**config.mk**
```make
export PLATFORM = sky130hd
export DESIGN_NAME = rxiqdemod
export DESIGN_NICKNAME = d
export VERILOG_FILES = /design/src/rtl/rxiqdemod.sv
export SDC_FILE = /design/constraint.sdc
export NUM_CORES = 1
export LEC_CHECK = 0
export BUFFER_PORTS_ARGS = -buffer_cell sky130_fd_sc_hd__buf_2
export CAP_MARGIN = 10
export CORE_UTILIZATION = 45
export CTS_CLUSTER_DIAMETER = 40
export CTS_CLUSTER_SIZE = 24
export DETAILED_ROUTE_END_ITERATION = 12
export PLACE_DENSITY = 0.69
export SYNTH_ARGS = -nofsm -noshare
export SYNTH_HDL_FRONTEND = slang
export SYNTH_SLANG_ARGS = --single-unit
```
**constraint.sdc**
```tcl
create_clock -name clock -period 8.6 [get_ports clock]
set_clock_uncertainty 0.2 [all_clocks]
set_input_delay 0 -clock clock [delete_from_list [all_inputs] [get_ports clock]]
set_output_delay 0 -clock clock [all_outputs]
set_load 0.01 [all_outputs]
```
**src/rtl/rxiqdemod.sv**
```systemverilog
// rxiqdemod: 4-channel I/Q correlator against a 15 kHz reference at 100 kS/s.
// A single serial MAC computes the 8 products of each sample over 8 cycles.
// Results leave through a dvalid/dack handshake with a sticky overrun flag.
// Optional build macro IQDEMOD_CONTINUOUS_EN: windows re-arm back-to-back
// while enin stays high. Without it a rising edge of enin arms one window.
module rxiqdemod #(
    parameter int NWIN   = 200,
    parameter int DATA_W = 12,
    parameter int COEF_W = 12
) (
    input  logic                     clock,
    input  logic                     reset,
    input  logic                     endata,
    input  logic                     enin,
    input  logic signed [DATA_W-1:0] rx1,
    input  logic signed [DATA_W-1:0] rx2,
    input  logic signed [DATA_W-1:0] rx3,
    input  logic signed [DATA_W-1:0] rx4,
    output logic signed [31:0]       i1,
    output logic signed [31:0]       i2,
    output logic signed [31:0]       i3,
    output logic signed [31:0]       i4,
    output logic signed [31:0]       q1,
    output logic signed [31:0]       q2,
    output logic signed [31:0]       q3,
    output logic signed [31:0]       q4,
    output logic                     dvalid,
    input  logic                     dack,
    output logic                     overrun
);
    localparam int            NW     = (NWIN > 1) ? $clog2(NWIN) : 1;
    localparam int            PROD_W = DATA_W + COEF_W;
    localparam logic [NW-1:0] NLAST  = NW'(NWIN - 1);

    typedef enum logic [1:0] {S_IDLE, S_WAIT, S_MAC, S_DONE} state_t;

    state_t                   state;
    logic [NW-1:0]            n;
    logic [4:0]               k;
    logic [2:0]               step;
    logic signed [DATA_W-1:0] x_p0  [4];
    logic signed [31:0]       acc_i [4];
    logic signed [31:0]       acc_q [4];
    logic signed [31:0]       res_i [4];
    logic signed [31:0]       res_q [4];
    logic signed [COEF_W-1:0] coef;
    logic signed [31:0]       prod;
    logic                     arm;
    logic                     rearm;

    // round(2047*cos(2*pi*3k/20))
    function automatic logic signed [COEF_W-1:0] cos_rom(input logic [4:0] idx);
        int v;
        case (idx)
            5'd0:  v = 2047;   5'd1:  v = 1203;   5'd2:  v = -633;   5'd3:  v = -1947;
            5'd4:  v = -1656;  5'd5:  v = 0;      5'd6:  v = 1656;   5'd7:  v = 1947;
            5'd8:  v = 633;    5'd9:  v = -1203;  5'd10: v = -2047;  5'd11: v = -1203;
            5'd12: v = 633;    5'd13: v = 1947;   5'd14: v = 1656;   5'd15: v = 0;
            5'd16: v = -1656;  5'd17: v = -1947;  5'd18: v = -633;   5'd19: v = 1203;
            default: v = 0;
        endcase
        return COEF_W'(v);
    endfunction

    // round(2047*sin(2*pi*3k/20))
    function automatic logic signed [COEF_W-1:0] sin_rom(input logic [4:0] idx);
        int v;
        case (idx)
            5'd0:  v = 0;      5'd1:  v = 1656;   5'd2:  v = 1947;   5'd3:  v = 633;
            5'd4:  v = -1203;  5'd5:  v = -2047;  5'd6:  v = -1203;  5'd7:  v = 633;
            5'd8:  v = 1947;   5'd9:  v = 1656;   5'd10: v = 0;      5'd11: v = -1656;
            5'd12: v = -1947;  5'd13: v = -633;   5'd14: v = 1203;   5'd15: v = 2047;
            5'd16: v = 1203;   5'd17: v = -633;   5'd18: v = -1947;  5'd19: v = -1656;
            default: v = 0;
        endcase
        return COEF_W'(v);
    endfunction

    // Full-precision signed product, sign-extended to accumulator width
    function automatic logic signed [31:0] mac_product(input logic signed [DATA_W-1:0] x,
                                                       input logic signed [COEF_W-1:0] c);
        logic signed [PROD_W-1:0] xe;
        logic signed [PROD_W-1:0] ce;
        logic signed [PROD_W-1:0] p;
        xe = {{COEF_W{x[DATA_W-1]}}, x};
        ce = {{DATA_W{c[COEF_W-1]}}, c};
        p  = xe * ce;
        return {{(32-PROD_W){p[PROD_W-1]}}, p};
    endfunction

`ifdef IQDEMOD_CONTINUOUS_EN
    assign arm   = enin;
    assign rearm = enin;
`else
    logic enin_q;

    // Registered copy of enin so a window arms only on its rising edge
    always_ff @(posedge clock or negedge reset) begin
        if (!reset) enin_q <= 1'b0;
        else        enin_q <= enin;
    end

    assign arm   = enin & ~enin_q;
    assign rearm = 1'b0;
`endif

    // Step order I1,Q1,I2,Q2,...: step[2:1] picks the channel, step[0] picks sin
    always_comb begin
        coef = step[0] ? sin_rom(k) : cos_rom(k);
        prod = mac_product(x_p0[step[2:1]], coef);
    end

    // Window sequencer, accumulators and result handshake
    always_ff @(posedge clock or negedge reset) begin
        if (!reset) begin
            state   <= S_IDLE;
            n       <= '0;
            k       <= '0;
            step    <= '0;
            dvalid  <= 1'b0;
            overrun <= 1'b0;
            for (int c = 0; c < 4; c++) begin
                x_p0[c]  <= '0;
                acc_i[c] <= '0;
                acc_q[c] <= '0;
                res_i[c] <= '0;
                res_q[c] <= '0;
            end
        end else begin
            if (dack && dvalid) dvalid <= 1'b0;
            case (state)
                S_IDLE: begin
                    if (arm) state <= S_WAIT;
                end
                // p0: sample capture
                S_WAIT: begin
                    if (!enin) begin
                        state <= S_IDLE;
                        n     <= '0;
                        k     <= '0;
                        for (int c = 0; c < 4; c++) begin
                            acc_i[c] <= '0;
                            acc_q[c] <= '0;
                        end
                    end else if (endata) begin
                        x_p0[0] <= rx1;
                        x_p0[1] <= rx2;
                        x_p0[2] <= rx3;
                        x_p0[3] <= rx4;
                        step    <= '0;
                        state   <= S_MAC;
                    end
                end
                // p1: serial multiply-accumulate
                S_MAC: begin
                    if (!enin) begin
                        state <= S_IDLE;
                        n     <= '0;
                        k     <= '0;
                        step  <= '0;
                        for (int c = 0; c < 4; c++) begin
                            acc_i[c] <= '0;
                            acc_q[c] <= '0;
                        end
                    end else begin
                        if (step[0]) acc_q[step[2:1]] <= acc_q[step[2:1]] + prod;
                        else         acc_i[step[2:1]] <= acc_i[step[2:1]] + prod;
                        if (step == 3'd7) begin
                            step <= '0;
                            if (n < NLAST) begin
                                n     <= n + NW'(1);
                                k     <= (k == 5'd19) ? 5'd0 : k + 5'd1;
                                state <= S_WAIT;
                            end else begin
                                state <= S_DONE;
                            end
                        end else begin
                            step <= step + 3'd1;
                        end
                    end
                end
                // p2: result publish
                S_DONE: begin
                    for (int c = 0; c < 4; c++) begin
                        res_i[c] <= acc_i[c];
                        res_q[c] <= acc_q[c];
                        acc_i[c] <= '0;
                        acc_q[c] <= '0;
                    end
                    dvalid <= 1'b1;
                    if (dvalid && !dack) overrun <= 1'b1;
                    n     <= '0;
                    k     <= '0;
                    state <= rearm ? S_WAIT : S_IDLE;
                end
                default: state <= S_IDLE;
            endcase
        end
    end

    assign i1 = res_i[0];
    assign i2 = res_i[1];
    assign i3 = res_i[2];
    assign i4 = res_i[3];
    assign q1 = res_q[0];
    assign q2 = res_q[1];
    assign q3 = res_q[2];
    assign q4 = res_q[3];

endmodule

```
==> results.yml <==
run_status:
  outcome: "finished clean"
die:
  die_area_um2: 72790
  die_height_um: 269.8
  die_w_um: 269.8
  initial_utilization_pct: 45.77
  coreArea_um2: 70510
  rows: 97
  io_pins: 311
sta:
  worst_pin_slew_ns: 1.170
  setup-tns-final_ns: 0
  hold_viol: 0
  worst_slack_ns: 0.2076
  rsz0062_at_grt: "true"
  whs_ns: 0.1316
  setup_viol: 0
  fmax_mhz: 119.2
  period_share_pct: 97.59
  drv_slew: 0
  period_needed_ns: 8.392
  slew_headroom_pct: 22.00
synth:
  synthesis.nets: 3011
  synth_top_area_share_pct: 45.05
  yosysWarnings: 0
  synthCells: 2686
  netlist_area_um2: 32270
  async_flop_share_pct: 100.0
  ys_seq_area_share_pct: 45.05
  synth_seq_cells: 581
  syn_avg_cell_area_um2: 12.01
  synthFlopType: "dfrtp_1"
  synth_edf_count: 0
  synth_top_cell_by_area: "dfrtp_1"
  synth_cell_types: 66
  ys_top_cells_by_area: "dfrtp_1 45%, mux2_2 11%, fa_1 8.7%"
cells_and_area:
  fillers: 5563
  final_common_cell: "dfrtp_1"
  layout-drive-gt1-share_pct: 38.83
  area_growth_syn_to_layout_pct: 30.04
  final_area_um2: 41970
  layout.nets: 3664
  layout_common_cells: "577 x dfrtp_1, 309 x buf_2, 304 x mux2_2"
critical_path:
  slowest_delay_ns: 0.54
  end_kind: "flip-flop"
  crit_fanout: 8
  cp_data_required_time_ns: 8.93
  cp-start-kind: "flip-flop"
  slowest_stage: "or4_4"
  cp.arrival_ns: 8.72
  rrSetupSlack_ns: 0.21
  worstReg2RegEnd: "acc_q[31]"
  crit_type: "flip-flop to flip-flop"
  crit_top_cell: "fa_1"
  ff2ff_path_depth: 36
  r2r-start: "k[1]"
clock_tree:
  cts_tree: "done"
  cts_root_buf: "clkbuf_16"
  htree_levels: 3
  clockBufferDepth: 3
  cts_sinks: 581
  cts_made_buffers: 87
  clk-insertion-delay-late_ns: 0.66
  clk_pin_slew_ns: 0.06
placed_design:
  dpl.hpwl_um: 66190
  gp_congestion: 0.9484
  place_area_um2: 36640
  io_buffer_count: 310
  pre_cts_slack_ns: -0.3414
routing:
  post_drt_wl_per_cell_um: 22.71
  drc: 0
  via_per_inst: 5.799
  postRouteAntennaNets: 0
  routed_wl_um: 98900
  dr.pass1.iters: 5
  initialDrtViolationCount: 1944
  vias: 25260
global_routing:
  grtUsageTotal_pct: 26.90
  grt.overflow.total: 0
  antenna_found_initial: 3
  grt_first_pass_wirelength_um: 153000
  grt_pass1_vias: 26660
  grt_max_degree: 183
min_path:
  hold_end: "step[2]"
  worstHoldStart: "enin"
  hold_class: "primary input to flip-flop"
  holdPathStages: 4
run:
  cap_violations: 0
[logic make-up (layout without fill, tap and decap cells)]
| group | Yosys count | in the layout | synth area share [%] |
|---|---|---|---|
| other | 0 | 3 | 0 |
| muxes | 384 | 384 | 16.07 |
| and+or+nand+nor | 467 | 467 | 6.436 |
| buffers and inverters | 350 | 1076 | 4.075 |
| AOI/OAI and AO/OA | 547 | 547 | 12.23 |
| xor gates and xnor gates | 85 | 85 | 2.307 |
| adders and majority gates | 272 | 272 | 13.83 |
| DFF | 581 | 581 | 45.05 |
[cell usage after synthesis, types with 13 or more instances]
cell	n
nand3_1	36
o31ai_1	13
a21o_1	36
fa_1	141
nor2_1	93
xnor2_1	62
o21ai_1	14
ha_1	131
a211oi_1	14
a22o_1	209
nand2_1	224
and2_1	22
dfrtp_1	581
clkbuf_1	117
mux4_2	77
o21ai_0	97
buf_1	24
xor2_1	23
a21oi_1	88
inv_1	206
and3_1	24
mux2_2	304
nand2b_1	16
nor3_1	20
[area by class of cell]
type	instances	area [um2]	share of cell area [%]
antenna	3	7.507	0.01789
clock buffer	95	2267	5.403
clock inverter	67	839.6	2.001
inverter	208	789.5	1.881
multi-input combinational	1755	17390	41.44
sequential	581	14550	34.67
tap	940	1176	2.803
timing repair buffer	706	4945	11.78
[registers in the layout, summed over array words and instances, names as in the netlist, 2 cells and up]
| register | count |
|---|---|
| q1 | 32 |
| x_p0 | 48 |
| i2 | 32 |
| state | 2 |
| n | 8 |
| acc_q | 128 |
| q4 | 32 |
| q2 | 32 |
| step | 3 |
| acc_i | 128 |
| i1 | 32 |
| k | 5 |
| i3 | 32 |
| i4 | 32 |
| q3 | 32 |
[metrics by stage]
step,instances,util (%)
2_1_floorplan,2686,-
3_3_place_gp,4055,51.96
3_5_place_dp,4055,51.96
4_1_cts,4321,58.05
5_1_grt,4355,59.51
6_report,4355,59.51
[worst max-delay path by stage]
stage / slack [ns] / from / endpoint / cells past startpoint
final: 0.21 / k[1] / acc_q[31] / 36
after global routing: -0.09 / k[0] / acc_q[31] / 37
after CTS: 0.01 / k[0] / acc_i[91] / 37
after detailed placement: -0.34 / k[3] / acc_q[92] / 33
after global placement: -0.33 / k[3] / acc_q[28] / 33
after floorplan: 0.01 / k[3] / acc_q[127] / 35
[critical path, delay by kind of cell, from the launching register on]
| family | cells | cell delay (ns) |
|---|---|---|
| AOI/OAI and AO/OA | 12 | 2.17 |
| DFF | 1 | 0.41 |
| adders and majority gates | 7 | 2.89 |
| buffers and inverters | 9 | 1.08 |
| and+or+nand+nor | 6 | 1.17 |
| xor gates and xnor gates | 2 | 0.35 |
[metal layers]
metal	vias to the layer above	wire length [um]	track usage [%]
met5	-	0	0
met4	0	3437	11.17
met3	250	6846	4.890
met2	1048	48100	43.94
met1	13130	40520	35.37
li1	10830	-	-
[what timing repair did]
item                                    in CTS  in global routing
endpoints found under the setup margin      64                104
hold buffers                               104                  0
pin swaps                                    6                 86
setup buffers                                0                 29
hold endpoints to repair                   182                  0
gates resized for setup                     32                179
cloned                                       0                  2
Power is left out: the tool's default activity adds up to more than one toggle a clock period on the data nets, which glitch-free logic cannot reach.
